$ cat config.mk
export PLATFORM = sky130hd
export DESIGN_NAME = eth_frame_rx
export DESIGN_NICKNAME = d
export VERILOG_FILES = /design/src/rtl/eth_frame_rx.sv
export SDC_FILE = /design/constraint.sdc
export NUM_CORES = 1
export LEC_CHECK = 0
export CAP_MARGIN = 20
export CORE_MARGIN = 2
export CORE_UTILIZATION = 54
export CTS_BUF_LIST = sky130_fd_sc_hd__clkbuf_8
export CTS_CLUSTER_DIAMETER = 100
export DETAILED_ROUTE_END_ITERATION = 12
export PLACE_DENSITY = 0.74
export SYNTH_ARGS = -nofsm -noshare
export SYNTH_HDL_FRONTEND = slang
export SYNTH_SLANG_ARGS = --single-unit
$ cat constraint.sdc
create_clock -name clk -period 2.29 [get_ports clk]
set_input_delay 0.3435 -clock clk [delete_from_list [all_inputs] [get_ports clk]]
set_output_delay 0.3435 -clock clk [all_outputs]
set_load 0.02 [all_outputs]
$ cat src/rtl/eth_frame_rx.sv
// Post-SFD Ethernet receiver: assembles 2/4/8-bit beats into bytes, filters on destination
// MAC and ethertype, checks the CRC-32 residue and delivers payload with the FCS held back.
module eth_frame_rx #(
    parameter int          DATA_WIDTH       = 2,
    parameter logic [47:0] MAC_ADDR         = 48'h000000000000,
    parameter bit          ACCEPT_BROADCAST = 1'b1,
    parameter bit          CHECK_ETHERTYPE  = 1'b0,
    parameter logic [15:0] ETHERTYPE        = 16'h0000
) (
    input  logic                  clk,
    input  logic                  rst,
    input  logic                  inclk,
    input  logic [DATA_WIDTH-1:0] in,
    output logic                  outclk,
    output logic [7:0]            out,
    output logic                  ethertype_outclk,
    output logic [15:0]           ethertype_out,
    output logic                  done,
    output logic                  err,
    output logic                  dropped
);
    localparam int          BEATS       = 8 / DATA_WIDTH;
    localparam logic [1:0]  BEAT_LAST   = 2'(BEATS - 1);
    localparam logic [31:0] CRC_POLY    = 32'hEDB88320;
    localparam logic [31:0] CRC_INIT    = 32'hFFFFFFFF;
    localparam logic [31:0] CRC_RESIDUE = 32'hDEBB20E3;

    typedef enum logic [2:0] {
        S_IDLE, S_MAC_DST, S_MAC_SRC, S_ETHERTYPE, S_PAYLOAD, S_DROP
    } state_t;

    function automatic logic [31:0] crc_step(input logic [31:0] c, input logic [DATA_WIDTH-1:0] d);
        logic [31:0] r;
        r = c;
        for (int i = 0; i < DATA_WIDTH; i++)
            r = (r >> 1) ^ ((r[0] ^ d[i]) ? CRC_POLY : 32'h0);
        return r;
    endfunction

    function automatic logic [10:0] sat_inc(input logic [10:0] v);
        return (v == 11'h7FF) ? v : v + 11'd1;
    endfunction

    state_t      state;
    logic        wait_low;
    logic [1:0]  beat_cnt;
    logic [10:0] byte_cnt;
    logic [31:0] crc;
    logic [7:0]  sr;
    logic        mac_ok;
    logic        bc_ok;
    logic [7:0]  et_hi;
    logic [7:0]  hb [4];
    logic [2:0]  hb_cnt;

    logic [7:0]  byte_now;
    logic        byte_done;
    logic [7:0]  mac_byte;
    logic        first_byte;
    logic        mac_ok_n;
    logic        bc_ok_n;

    always_comb begin
        byte_now   = 8'({in, sr} >> DATA_WIDTH);
        byte_done  = (beat_cnt == BEAT_LAST);
        mac_byte   = 8'(MAC_ADDR >> (6'd40 - {byte_cnt[2:0], 3'b000}));
        first_byte = (byte_cnt == 11'd0);
        mac_ok_n   = (first_byte | mac_ok) & (byte_now == mac_byte);
        bc_ok_n    = (first_byte | bc_ok) & (byte_now == 8'hFF);
    end

    always_ff @(posedge clk) begin
        outclk           <= 1'b0;
        ethertype_outclk <= 1'b0;
        done             <= 1'b0;
        if (rst) begin
            state         <= S_IDLE;
            wait_low      <= 1'b1;
            beat_cnt      <= 2'd0;
            byte_cnt      <= 11'd0;
            crc           <= CRC_INIT;
            hb_cnt        <= 3'd0;
            mac_ok        <= 1'b0;
            bc_ok         <= 1'b0;
            err           <= 1'b0;
            dropped       <= 1'b0;
            out           <= 8'h00;
            ethertype_out <= 16'h0000;
        end else if (state != S_IDLE && !inclk) begin
            done     <= 1'b1;
            err      <= (crc != CRC_RESIDUE) || (byte_cnt < 11'd18) || (beat_cnt != 2'd0);
            dropped  <= (state == S_DROP);
            state    <= S_IDLE;
            beat_cnt <= 2'd0;
            byte_cnt <= 11'd0;
            crc      <= CRC_INIT;
            hb_cnt   <= 3'd0;
        end else if (state == S_IDLE && (wait_low || !inclk)) begin
            // After an abort, the remainder of the interrupted frame is skipped.
            if (!inclk)
                wait_low <= 1'b0;
        end else begin
            crc      <= crc_step(crc, in);
            sr       <= byte_now;
            beat_cnt <= byte_done ? 2'd0 : beat_cnt + 2'd1;
            if (state == S_IDLE)
                state <= S_MAC_DST;
            if (byte_done) begin
                byte_cnt <= sat_inc(byte_cnt);
                case (state)
                    S_IDLE, S_MAC_DST: begin
                        mac_ok <= mac_ok_n;
                        bc_ok  <= bc_ok_n;
                        if (byte_cnt == 11'd5)
                            state <= (mac_ok_n || (ACCEPT_BROADCAST && bc_ok_n)) ? S_MAC_SRC : S_DROP;
                    end
                    S_MAC_SRC: begin
                        if (byte_cnt == 11'd11)
                            state <= S_ETHERTYPE;
                    end
                    S_ETHERTYPE: begin
                        if (byte_cnt == 11'd12) begin
                            et_hi <= byte_now;
                        end else begin
                            ethertype_out    <= {et_hi, byte_now};
                            ethertype_outclk <= 1'b1;
                            state <= (CHECK_ETHERTYPE && ({et_hi, byte_now} != ETHERTYPE)) ? S_DROP : S_PAYLOAD;
                        end
                    end
                    S_PAYLOAD: begin
                        // Four-byte holdback keeps the trailing FCS off the output.
                        if (hb_cnt == 3'd4) begin
                            out    <= hb[0];
                            outclk <= 1'b1;
                            hb[0]  <= hb[1];
                            hb[1]  <= hb[2];
                            hb[2]  <= hb[3];
                            hb[3]  <= byte_now;
                        end else begin
                            hb[hb_cnt[1:0]] <= byte_now;
                            hb_cnt          <= hb_cnt + 3'd1;
                        end
                    end
                    default: ;
                endcase
            end
        end
    end
endmodule

Yosys cells after proc, flatten, opt, wreduce, memory -nomap -nowiden

Memory sizes are Yosys's and may differ from the RTL's. A register that Yosys moved wholly into a read port is not among the register bits.
Cells that the tools add are included.
Widths: inputs -> output; s select.

Word-level logic and storage cells: 106
Bits of input ports: 5
Memories: 1
Memory bits (writable): 32
Flip-flop bits (word level): 91
Output and inout port bits: 29

Memory list:

| memory | depth | bits a word | rd ports | clocked after Yosys merged registers in | wr ports | line | source |
|---|---|---|---|---|---|---|---|
| hb     | 4     | 8           | 4        | 1                                       | 4        | 53   | `logic [7:0] hb [4];` |

Add/sub/neg operators: 4
Magnitude comparators: 1
Equal/unequal tests: 14
Shift operators: 1
Mux-type cells: 29
Reduce and logical (&&, ||, !) cells: 23
Bitwise gates (word level): 17

Operators with widths:

| cell                  | count |
|---|---|
| $mux 32               | 2 |
| $xor 31x32->32        | 2 |
| $ne 32x32->1 const B  | 1 |
| $eq 11x4->1 const B   | 2 |
| $mux 3                | 6 |
| $mux 1                | 17 |
| $add 11x1->11 const B | 1 |
| $eq 11x11->1 const B  | 1 |
| $eq 11x3->1 const B   | 1 |
| $logic_not 11->1      | 1 |
| $lt 11x5->1 const B   | 1 |
| $reduce_and 5->1      | 2 |
| $eq 3x3->1 const B    | 3 |
| $not 1->1             | 9 |
| $pmux 3 s3            | 1 |
| $reduce_and 3->1      | 3 |
| $eq 8x8->1            | 1 |
| $eq 8x8->1 const B    | 1 |
| $mux 8                | 1 |
| $reduce_and 4->1      | 2 |
| $reduce_or 8->1       | 1 |
| $shr 1x6->8 const A   | 1 |
| $eq 3x2->1 const B    | 2 |
| $reduce_and 6->1      | 1 |
| 17 further kinds      | 26 |

Depth between registers and ports, before layout

Gate-level depths: netlist of the first run.

Word-level depth: 10
Gate-level depth with buffers: 9

Worst setup path before layout of the first run

Ideal clock, no wire load.

Kind: register -> register
From: register hb_cnt[0]
To: memory hb[2][7] (data pin)
Buffers on the path: 1
Slack: 0.169 ns
Setup time: 0.260 ns
Clock period less this slack: 2.121 ns
Arrival: 1.861 ns
Stages on the path, launching flop included: 8
Data required time: 2.030 ns
Cell sequence: dfxtp_1 > inv_1 > ha_1 > nand2_1 > nand2b_1 > buf_2 > nor4_4 > mux2_2

RTL lines:

| what                   | line | source |
|---|---|---|
| start, declared        | 54   | `logic [2:0] hb_cnt;` |
| start signal, assigned | 141  | `hb_cnt <= hb_cnt + 3'd1;` |
| end, declared          | 53   |  |

Final worst setup path of the first run

From: register byte_cnt[0]
To: register et_hi[5] (enable)

Cells in the longest elaborated chain, start to end: 2

Ends and longest elaborated chain:

| what                              | line | source |
|---|---|---|
| start, declared                   | 47   | `logic [10:0] byte_cnt;` |
| start signal, assigned            | 109  | `byte_cnt <= sat_inc(byte_cnt);` |
| $eq 11x4->1                       | 122  | `if (byte_cnt == 11'd12) begin` |
| $reduce_and 6->1 (no source line) | n/a  |  |
| end signal, assigned              | 123  | `et_hi <= byte_now;` |
| end, declared                     | 52   | `logic [7:0] et_hi;` |

No other way between the ends.
A chain may end at the register's enable or synchronous reset.

==> results of run 1 <==
## where the power goes
group	switching [mW]	leakage [nW]	internal (mW)	total, mW
clock network	0.884	0.210	1.24	2.13
logic	0.195	1.15	0.168	0.363
registers	0.0629	1.09	2.42	2.49
total	1.14	2.45	3.83	4.98
## metrics by stage
step	area (um^2)	power [mW]	worst slack [ns]
finish	6560	4.975	0.1376
global route	6560	5.176	0.005392
CTS	6544	5.025	0.08448
detailed placement	6097	2.897	-0.2188
global placement	6097	2.888	-0.1200
floorplan	5470	2.776	0.1695
## logic make-up after synthesis
| family | share of synthesized area [%] |
|---|---|
| and+or+nand+nor | 18.73 |
| DFF | 55.63 |
| xor gates and xnor gates | 6.107 |
| adders and majority gates | 1.601 |
| buffers and inverters | 2.905 |
| AOI/OAI and AO/OA | 5.330 |
| muxes | 9.698 |
## repair_timing
action,in CTS,in global routing
hold endpoints to repair,0,0
buffers inserted,0,0
resized for setup,0,2
setup endpoints to repair,0,29
## cell usage in the layout, fill, tap and decap left out, types with 6 or more instances in the layout
cell / instances
dfxtp_1: 83
clkdlybuf4s50_1: 33
nand4_1: 6
mux2_2: 21
inv_1: 14
nor2_1: 54
mux2i_1: 26
nor4_1: 8
nor3_1: 10
clkbuf_8: 19
ha_1: 7
o211ai_1: 12
edfxtp_1: 46
xor2_1: 6
nand2_1: 65
a21oi_1: 6
buf_4: 25
nand3_1: 23
xnor2_1: 24
## worst max-delay path, cell delays in order (launching register included)
cell	delay, ns
dfxtp_1	0.36
inv_1	0.11
ha_1	0.15
nor4b_2	0.40
and4_1	0.38
and3_1	0.42
## layout make-up
| type | count | area [um^2] |
|---|---|---|
| clock buffer | 19 | 261.5 |
| clock inverter | 13 | 185.2 |
| fill | 759 | 3259 |
| inverter | 14 | 52.55 |
| multi-input combinational | 333 | 2288 |
| sequential | 129 | 3043 |
| tap | 133 | 166.4 |
| timing repair buffer | 61 | 563.0 |
## flip-flops by register name, summed over array words and instances, names as in the netlist, 2 cells and up
| register | cells |
|---|---|
| beat_cnt | 2 |
| byte_cnt | 11 |
| crc | 32 |
| et_hi | 8 |
| ethertype_out | 16 |
| hb | 32 |
| hb_cnt | 3 |
| out | 8 |
| sr | 6 |
| state | 3 |
## worst min path at each step
| stage | start | end | slack (ns) | cells past startpoint |
|---|---|---|---|---|
| global placement | beat_cnt[1]$_SDFFE_PP0N_ | beat_cnt[1]$_SDFFE_PP0N_ | 0.46 | 2 |
| detailed placement | hb[0][7]$_DFFE_PP_ | out[7]$_SDFFE_PP0P_ | 0.48 | 2 |
| CTS | wait_low$_SDFFE_PP1P_ | wait_low$_SDFFE_PP1P_ | 0.49 | 2 |
| finish | hb[0][4]$_DFFE_PP_ | out[4]$_SDFFE_PP0P_ | 0.49 | 2 |
| floorplan | in[0] | et_hi[6]$_DFFE_PP_ | 0.44 | 0 |
| global route | crc[13]$_SDFFE_PP1N_ | crc[11]$_SDFFE_PP1N_ | 0.51 | 2 |
## per-layer routing
metal / vias to the layer above / track usage [%]
met5: - / 0
met2: 98 / 32.07
li1: 1872 / -
met4: 0 / 9.333
met3: 21 / 5.739
met1: 1751 / 25.43
==> summary.txt, run 1 <==
Floorplan
  – Starting Density: 55.71%
  – Num ports: 34
  – Die height: 104.7 um
  – Die area: 10950 um^2
  – Die W: 104.7 um
  – Core area: 9819 um^2
  – Number of cell rows: 36

Routing
  – Post-route DRC: 0
  – Met3 wire len: 416 um
  – Drt first pass iters: 4
  – Top sig layer: met4
  – Vias per cell: 5.330
  – Total number of vias: 3742
  – WL met1: 4.766 mm
  – Iter 0 DRT Violations: 149
  – Post-DRT Antenna Nets: 0
  – Final wirelength: 10.33 mm
  – Routed met2 length: 4.940 mm
  – Routed len/inst: 14.72 um

Critical path
  – Critical path arrival: 2.24 ns
  – Reg2reg setup slack: 0.14 ns
  – Worst setup path start: byte_cnt[0]$_SDFFE_PP0P_
  – Reg2reg start: byte_cnt[0]$_SDFFE_PP0P_
  – RR Endpoint: et_hi[5]$_DFFE_PP_
  – Setup crit end kind: register
  – Crit Path Class: reg2reg
  – Worst Setup Start Kind: register
  – Worst Setup EP: et_hi[5]$_DFFE_PP_
  – CP required: 2.38 ns
  – R2R cell count: 5
  – Crit path max fanout: 8

Synthesis
  – Post-synthesis sequential area ratio: 55.63%
  – Synth top area share: 30.38%
  – Top cells by count, synth: dfxtp_1, nand2_1, nor2_1
  – Post-synth EDFFs: 46
  – Warnings, synthesis: 0
  – Most frequent cell after synthesis: dfxtp_1
  – Cell Area, Synth: 5470 um^2
  – FF+latch count, synth: 129
  – Mapped Cells: 499
  – Main synth FF type: dfxtp_1
  – Post-Syn Nets: 511
  – Synth async-reset ratio: 0%
  – Syn Area/Cell: 10.96 um^2
  – Synth cell types: 52
  – Top post-synthesis cells by area: dfxtp_1, edfxtp_1, mux2i_1
  – Post-synth top area cell: dfxtp_1

Placed design
  – Cells after DPL: 669
  – HPWL after DPL: 7.081 mm
  – Port Buffer Count: 33
  – GP Congestion: 0.8453

Run
  – Maxcap violations: 0

Timing
  – Final setup viols: 0
  – Relative slew slack: 64.91%
  – Worst Max-Slew Pin Slew: 0.5221 ns
  – Max Clock Skew: 0.007015 ns
  – Final Hold Fails: 0
  – Setup TNS Final: 0 ns
  – Post-layout min period: 2.152 ns
  – RSZ-0062 raised after global routing: no
  – Fin crit share: 93.99%
  – Fin Hold WS: 0.4875 ns
  – Pins over their slew limit: 0
  – Fmax: 0.4646 GHz

Layout
  – Synth-to-layout area growth: 19.92%
  – Nets: 568
  – Post-Layout Cell Count: 702
  – Final Util: 66.81%
  – # diodes: 0
  – Share of cells above drive strength 1: 17.22%

Clocking
  – Post-CTS Hold Buffers: 0
  – H-tree depth: 4
  – CTS Sinks: 129
  – Clock Tree Buf Depth: 2
  – Latest clock arrival within the worst-skew pair: 0.42 ns
  – CTS root buffer: clkbuf_8
  – Clk slew on worst S/H paths: 0.07 ns
  – CTS tree: yes
  – CTS Buf Count: 17

Status
  – Status: completed

GRT
  – Overflow after GRT: 0
  – Largest net degree at the start of global routing: 47
  – Vias in the first global route: 3657
  – Initial antenna violation count: 0
  – First-pass GRT wire length: 17.46 mm
  – Tot GR Track Use: 20.13%

Power and ir drop
  – Lkg Pwr: 2.452 nW
  – Worst vdd ir: 550.6 uV
  – Cell area power density: 758.4 nW/um^2

Hold path
  – Worst hold path type: reg2reg
(Power assumes the default switching activity.)
==> inputs of run 2 (changes only) <==
--- a/config.mk
+++ b/config.mk
@@ -11,6 +11,7 @@
 export CTS_BUF_LIST = sky130_fd_sc_hd__clkbuf_8
 export CTS_CLUSTER_DIAMETER = 100
 export DETAILED_ROUTE_END_ITERATION = 12
+export GPL_ROUTABILITY_DRIVEN = 0
 export PLACE_DENSITY = 0.74
 export SYNTH_ARGS = -nofsm -noshare
 export SYNTH_HDL_FRONTEND = slang
==> results of run 2 <==
The final DEF is identical to that of run 1; final timing and power are the same.
